File: config.mk
export PLATFORM = sky130hd
export DESIGN_NAME = adc_line_capture
export DESIGN_NICKNAME = d
export VERILOG_FILES = /design/src/rtl/adc_capture_pkg.sv /design/src/rtl/adc_sample_fifo.sv /design/src/rtl/adc_line_capture.sv
export SDC_FILE = /design/constraint.sdc
export NUM_CORES = 1
export LEC_CHECK = 0
export CORE_UTILIZATION = 50
export CTS_BUF_LIST = sky130_fd_sc_hd__clkbuf_8
export CTS_CLUSTER_DIAMETER = 100
export DETAILED_ROUTE_END_ITERATION = 12
export PLACE_DENSITY = 0.68
export SLEW_MARGIN = 5
export SYNTH_ARGS = -nofsm -noshare
export SYNTH_HDL_FRONTEND = slang
export SYNTH_SLANG_ARGS = --single-unit
File: constraint.sdc
create_clock -name clk -period 3 [get_ports clk]
set_input_delay 0.3 -clock clk [delete_from_list [all_inputs] [get_ports clk]]
set_output_delay 0.3 -clock clk [all_outputs]
set_load 0.02 [all_outputs]
File: src/rtl/adc_capture_pkg.sv
// rtl/adc_capture_pkg.sv - shared constants for the ADC line capture sequencer
//
// Purpose: sequencer state encoding, default widths and the ADC watchdog limit.
// Used by adc_line_capture and adc_sample_fifo via import adc_capture_pkg::*.
package adc_capture_pkg;

  localparam int DATA_W_DEF  = 8;
  localparam int FIFO_AW_DEF = 4;

  // Sequencer states (3-bit, fixed encoding so existing debug taps stay valid)
  localparam logic [2:0] ST_IDLE = 3'd0;
  localparam logic [2:0] ST_REQ  = 3'd1;
  localparam logic [2:0] ST_ACK  = 3'd2;
  localparam logic [2:0] ST_NEXT = 3'd3;
  localparam logic [2:0] ST_DONE = 3'd4;

  // Cycles spent in REQ without a completion before the request is abandoned
  localparam logic [15:0] WDOG_LIMIT = 16'hFFFF;

endpackage

File: src/rtl/adc_sample_fifo.sv
// rtl/adc_sample_fifo.sv - synchronous show-ahead sample FIFO
//
// Purpose: buffers ADC samples between the capture sequencer and the APB side.
// Ports:
//   clk, reset      clock, asynchronous active-low reset
//   wrEn, wrData    push request and sample
//   rdEn            pop head (ignored when empty)
//   rdData          current head, valid whenever empty=0
//   empty, full     occupancy flags, derived from count
//   count           occupancy 0..2^AW
//   wrDrop          push rejected this cycle (full and no simultaneous pop)
module adc_sample_fifo
  import adc_capture_pkg::*;
#(
  parameter int DATA_W = DATA_W_DEF,
  parameter int AW     = FIFO_AW_DEF
) (
  input  logic              clk,
  input  logic              reset,
  input  logic              wrEn,
  input  logic [DATA_W-1:0] wrData,
  input  logic              rdEn,
  output logic [DATA_W-1:0] rdData,
  output logic              empty,
  output logic              full,
  output logic [AW:0]       count,
  output logic              wrDrop
);

  localparam int DEPTH = 1 << AW;

  logic [DATA_W-1:0] mem [DEPTH];
  logic [AW-1:0]     wrPtr;
  logic [AW-1:0]     rdPtr;
  logic              wrOk;
  logic              rdOk;

  assign empty  = (count == '0);
  assign full   = (count == (AW+1)'(DEPTH));
  // A push into a full FIFO still lands when the head is popped in the same
  // cycle: the freed slot is exactly the one being written.
  assign wrOk   = wrEn && (!full || rdEn);
  assign rdOk   = rdEn && !empty;
  assign wrDrop = wrEn && full && !rdEn;
  assign rdData = mem[rdPtr];

  always_ff @(posedge clk or negedge reset) begin
    if (!reset) begin
      wrPtr <= '0;
      rdPtr <= '0;
      count <= '0;
    end else begin
      if (wrOk) wrPtr <= wrPtr + AW'(1);
      if (rdOk) rdPtr <= rdPtr + AW'(1);
      case ({wrOk, rdOk})
        2'b10:   count <= count + (AW+1)'(1);
        2'b01:   count <= count - (AW+1)'(1);
        default: count <= count;
      endcase
    end
  end

  always_ff @(posedge clk) begin
    if (wrOk) mem[wrPtr] <= wrData;
  end

endmodule

File: src/rtl/adc_line_capture.sv
// rtl/adc_line_capture.sv - ADC081S101 line capture sequencer with sample FIFO
//
// Purpose: requests LINE_LEN conversions from the serial ADC driver per
// start_line trigger and buffers the samples for the APB-side reader.
// Optional macro ADC_TIMEOUT_EN adds a 16-bit REQ watchdog and the timeout flag.
// Ports:
//   clk, reset            clock, asynchronous active-low reset
//   enable, start_line    capture enable (abort when low), line trigger pulse
//   adc_start_n           capture request to driver (active low)
//   adc_done_n, adc_data  completion strobe (active low) and sample from driver
//   rd_en, rd_data        FIFO pop and show-ahead head
//   fifo_empty/full/count FIFO status
//   line_busy, line_done  not idle, end-of-line pulse
//   overflow, clear_ovf   sticky dropped-sample flag and its clear
//   timeout               sticky ADC watchdog flag
module adc_line_capture
  import adc_capture_pkg::*;
#(
  parameter int DATA_W   = DATA_W_DEF,
  parameter int LINE_LEN = 112,
  parameter int CNT_W    = 8,
  parameter int FIFO_AW  = FIFO_AW_DEF
) (
  input  logic               clk,
  input  logic               reset,
  input  logic               enable,
  input  logic               start_line,
  output logic               adc_start_n,
  input  logic               adc_done_n,
  input  logic [DATA_W-1:0]  adc_data,
  input  logic               rd_en,
  output logic [DATA_W-1:0]  rd_data,
  output logic               fifo_empty,
  output logic               fifo_full,
  output logic [FIFO_AW:0]   fifo_count,
  output logic               line_busy,
  output logic               line_done,
  output logic               overflow,
  input  logic               clear_ovf,
  output logic               timeout
);

  localparam logic [CNT_W-1:0] LAST_PIX = CNT_W'(LINE_LEN - 1);

  logic [2:0]       state;
  logic [CNT_W-1:0] pixCnt;
  logic             push;
  logic             wrDrop;

  // The sample is taken straight off the driver bus in the completion cycle,
  // so the FIFO write itself is the data latch.
  assign push        = (state == ST_REQ) && !adc_done_n;
  assign adc_start_n = (state != ST_REQ);
  assign line_busy   = (state != ST_IDLE);
  assign line_done   = (state == ST_DONE);

`ifdef ADC_TIMEOUT_EN
  logic [15:0] wdog;
  logic        wdogHit;
  logic        timeoutFlag;

  assign wdogHit = (state == ST_REQ) && adc_done_n && (wdog == WDOG_LIMIT);
  assign timeout = timeoutFlag;

  // Held at zero outside REQ, so every entry into REQ starts a fresh count.
  always_ff @(posedge clk or negedge reset) begin
    if (!reset) begin
      wdog        <= '0;
      timeoutFlag <= 1'b0;
    end else begin
      if (state != ST_REQ)
        wdog <= '0;
      else if (adc_done_n && wdog != WDOG_LIMIT)
        wdog <= wdog + 16'd1;
      if (wdogHit) timeoutFlag <= 1'b1;
    end
  end
`else
  assign timeout = 1'b0;
`endif

  always_ff @(posedge clk or negedge reset) begin
    if (!reset) begin
      state  <= ST_IDLE;
      pixCnt <= '0;
    end else begin
      case (state)
        ST_IDLE: begin
          if (start_line && enable) begin
            state  <= ST_REQ;
            pixCnt <= '0;
          end
        end
        // The driver cannot be cancelled mid-conversion, so enable is only
        // honoured once the handshake has fully closed (in NEXT).
        ST_REQ: begin
          if (!adc_done_n)
            state <= ST_ACK;
`ifdef ADC_TIMEOUT_EN
          else if (wdogHit)
            state <= ST_IDLE;
`endif
        end
        ST_ACK: begin
          if (adc_done_n) state <= ST_NEXT;
        end
        ST_NEXT: begin
          if (!enable)
            state <= ST_IDLE;
          else if (pixCnt == LAST_PIX)
            state <= ST_DONE;
          else begin
            pixCnt <= pixCnt + CNT_W'(1);
            state  <= ST_REQ;
          end
        end
        ST_DONE: state <= ST_IDLE;
        default: state <= ST_IDLE;
      endcase
    end
  end

  // clear_ovf has priority so software never loses a clear to a racing drop.
  always_ff @(posedge clk or negedge reset) begin
    if (!reset)
      overflow <= 1'b0;
    else if (clear_ovf)
      overflow <= 1'b0;
    else if (wrDrop)
      overflow <= 1'b1;
  end

  adc_sample_fifo #(
    .DATA_W (DATA_W),
    .AW     (FIFO_AW)
  ) u_fifo (
    .clk    (clk),
    .reset  (reset),
    .wrEn   (push),
    .wrData (adc_data),
    .rdEn   (rd_en),
    .rdData (rd_data),
    .empty  (fifo_empty),
    .full   (fifo_full),
    .count  (fifo_count),
    .wrDrop (wrDrop)
  );

endmodule

==> key figures <==
Global routing
  – Vias in the first global route: 3,341
  – GRT Total Usage: 20.3%
  – Initial antenna violation count: 0
  – Global-route wire length before repair: 18,700 um
  – Gr ovfl total: 0
  – Largest net degree at the start of global routing: 33

STA
  – Hold slack: 0.210 ns
  – Final setup fails: 0
  – Peak Freq: 343 MHz
  – Clock Skews: 0.00794 ns
  – Fin. max-slew vios: 0
  – Crit path time final: 2.92 ns
  – Worst Setup Slack, final: 0.0843 ns
  – Slew margin rel.: 55.7%
  – Final Cycle Share: 97.2%
  – Final hold violation count: 0
  – Worst Max-Slew Pin Slew: 0.662 ns

Logic synthesis
  – Synth Instances: 345
  – Syn Area/Cell: 18.7 um2
  – Yosys reg bits: 153
  – EDFF count, synth: 128
  – Ys async rst share: 16.3%
  – Most frequent cell after synthesis: edfxtp_1
  – Yosys top cell by area: edfxtp_1
  – Post-synth net total: 371
  – Synth top area cells: edfxtp_1 59%, mux4_1 12%, dfrtp_1 9.7%
  – Main flop type after synthesis: edfxtp_1
  – Post-synthesis sequential area ratio: 69.2%
  – Synthesized area: 6460 um2
  – Yosys warns: 0
  – Synth cell count leaders: 128 x edfxtp_1, 30 x mux4_1, 25 x dfrtp_1
  – Library cells used by synthesis: 49
  – Post-synth top area share: 59.5%

Critical path
  – CP Launch Type: flip-flop
  – CP endpoint kind: primary output
  – Critical path cell sequence: buf_12, mux4_1, mux4_2, dlygate4sd2_1
  – Kind of cell adding the most delay to the critical path: multiplexers
  – CP required: 2.70 ns
  – Critical path buffers and inverters: 2
  – Crit Path Class: flip-flop to primary output
  – Worst-path fanout max: 16
  – Slowest CP cell: mux4_1
  – Crit path DAT: 2.62 ns
  – Slowest Stage Delay on Critical Path: 0.61 ns

Power and ir drop
  – LEAKAGE: 2.72 nW
  – PwrDens: 861 nW/um2
  – VDD IR-drop max: 0.284 mV
  – Total power: 0.00650 W

Floorplanning
  – Initial Utilization: 51.2%
  – Die W: 116 um
  – IO Count: 35
  – Area of the core: 12,600 um2
  – DIE AREA: 13,400 um2
  – Die Height: 116 um
  – Row Count: 41

Placement
  – PortBufs: 33
  – Place WS: 0.0691 ns
  – DP HPWL: 7760 um
  – Placer's final routability congestion estimate: 0.794
  – DP Cell Count: 558

Layout
  – Fillers: 936
  – Nets: 433
  – Layout Cells excl Fill: 590
  – Layout cells sized above 1: 18.2%
  – Area added between synthesis and finish: 16.9%
  – Final cell utilization of the core: 59.9%
  – Diode count: 0

Clock network
  – CTS tree: done
  – # hold bufs at CTS: 0
  – H-tree levels: 4
  – CTS max path bufs: 2
  – Sink Count: 153
  – Clock latency on the worst-skew pair: 0.45 ns
  – Cts bufs inserted: 17
  – Worst-path clk slew: 0.08 ns
  – Clk root buf: clkbuf_8

Drt
  – Total number of vias: 3,270
  – Antenna viol nets, final: 0
  – # DRC: 0
  – Drt wl/cell: 20.7 um
  – Final wirelength: 12,200 um
  – Vias per std cell: 5.54
  – Starting DRC count in detailed routing: 261
  – Pre-antenna DRT Iters: 4

Run
  – Max cap viols: 0

Min path
  – Min-Delay Path Class: primary input to asynchronous set/reset pin

Run status
  – Status: complete, no violations
[report_power, final]
part / internal (W) / switching [W] / total, W
sequential: 0.00250 / 0.000246 / 0.00275
clock: 0.000891 / 0.000731 / 0.00162
combinational: 0.00111 / 0.00102 / 0.00214
total: 0.00451 / 0.00200 / 0.00650
[worst register-to-register path, cell delays in order, from the launching register on]
cell	delay, ns
dfrtp_1	0.46
or4_4	0.58
o21a_1	0.26
ha_1	0.31
fa_1	0.42
a21o_1	0.19
a21oi_1	0.17
mux2i_1	0.23
xnor2_1	0.14
[kinds of logic (layout without fill, tap and decap cells)]
family	after synthesis	in the layout	share of synthesized area, %
flip-flops	153	153	69.2
AND/OR/NAND/NOR	79	79	6.51
multiplexers	43	43	16.2
buffers and inverters	25	98	2.13
AO/OA/AOI/OAI	23	23	2.36
adder cells (fa/ha/maj)	11	11	2.25
XOR/XNOR	10	10	1.36
other	1	1	0.0580
[cell type report]
cell class | count | area, um2 | share of cell area [%]
flip-flops and latches | 153 | 4470 | 59.2
multi-input cells | 167 | 1860 | 24.6
repair buffers | 62 | 576 | 7.62
clock buffers | 17 | 234 | 3.10
well taps | 172 | 215 | 2.85
clock inverters | 13 | 180 | 2.39
inverters | 6 | 22.5 | 0.298
[flip-flops by register name, indices dropped and copies added (netlist names)]
signal        flops
state             3
overflow          1
u_fifo.mem      128
pixCnt            8
u_fifo.rdPtr      4
u_fifo.wrPtr      4
u_fifo.count      5
[metal layers]
layer / GRT usage (%) / wire, um / vias up
met2: 31.8 / 6060 / 88
met3: 5.33 / 694 / 15
met4: 8.97 / 207 / 0
li1: - / - / 1514
met1: 27.2 / 5240 / 1653
met5: 0 / 0 / -
[cells in the final DEF (no fill, tap or decap), types with 3 or more instances in the layout]
master and n:
o21ai_0 6, mux4_2 10, clkdlybuf4s50_1 25, a21o_1 3
nor2_1 21, or4_1 3, edfxtp_1 128, dlygate4sd2_1 6
nand2_1 19, clkbuf_8 17, inv_1 6, nor3_1 6
o211ai_1 3, a21oi_1 4, ha_1 10, clkinv_2 3
clkinv_4 3, bufinv_16 4, mux4_1 30, nand3_1 8
dfrtp_1 24, nor2b_1 3, xnor2_1 8, buf_4 27
or3_1 4
[worst paths after layout]
check	startpoint	endpoint	slack (ns)	depth (start not counted)
min reg2reg	overflow	overflow	0.50	2
min	reset	pixCnt[6]	0.21	2
min in group clk	clear_ovf	overflow	0.39	2
max in group asynchronous	reset	u_fifo.rdPtr[0]	2.51	2
max	u_fifo.rdPtr[0]	rd_data[1]	0.08	4
max reg2reg	u_fifo.count[0]	u_fifo.count[4]	0.16	8
[what timing repair did]
item                                   4_1_cts  5_1_grt
setup buffers                                0        1
endpoints found under the hold margin        0        0
cloned                                       0        1
setup endpoints to repair                    8        3
resized for setup                            6        2
[metrics by stage]
stage,setup TNS (ns),cell area [um2]
6_report,0,7550
5_1_grt,-0.00947,7550
4_1_cts,-0.358,7520
3_5_place_dp,0,7110
3_3_place_gp,0,7110
2_1_floorplan,0,6460
Power figures use the tool's default switching activity.
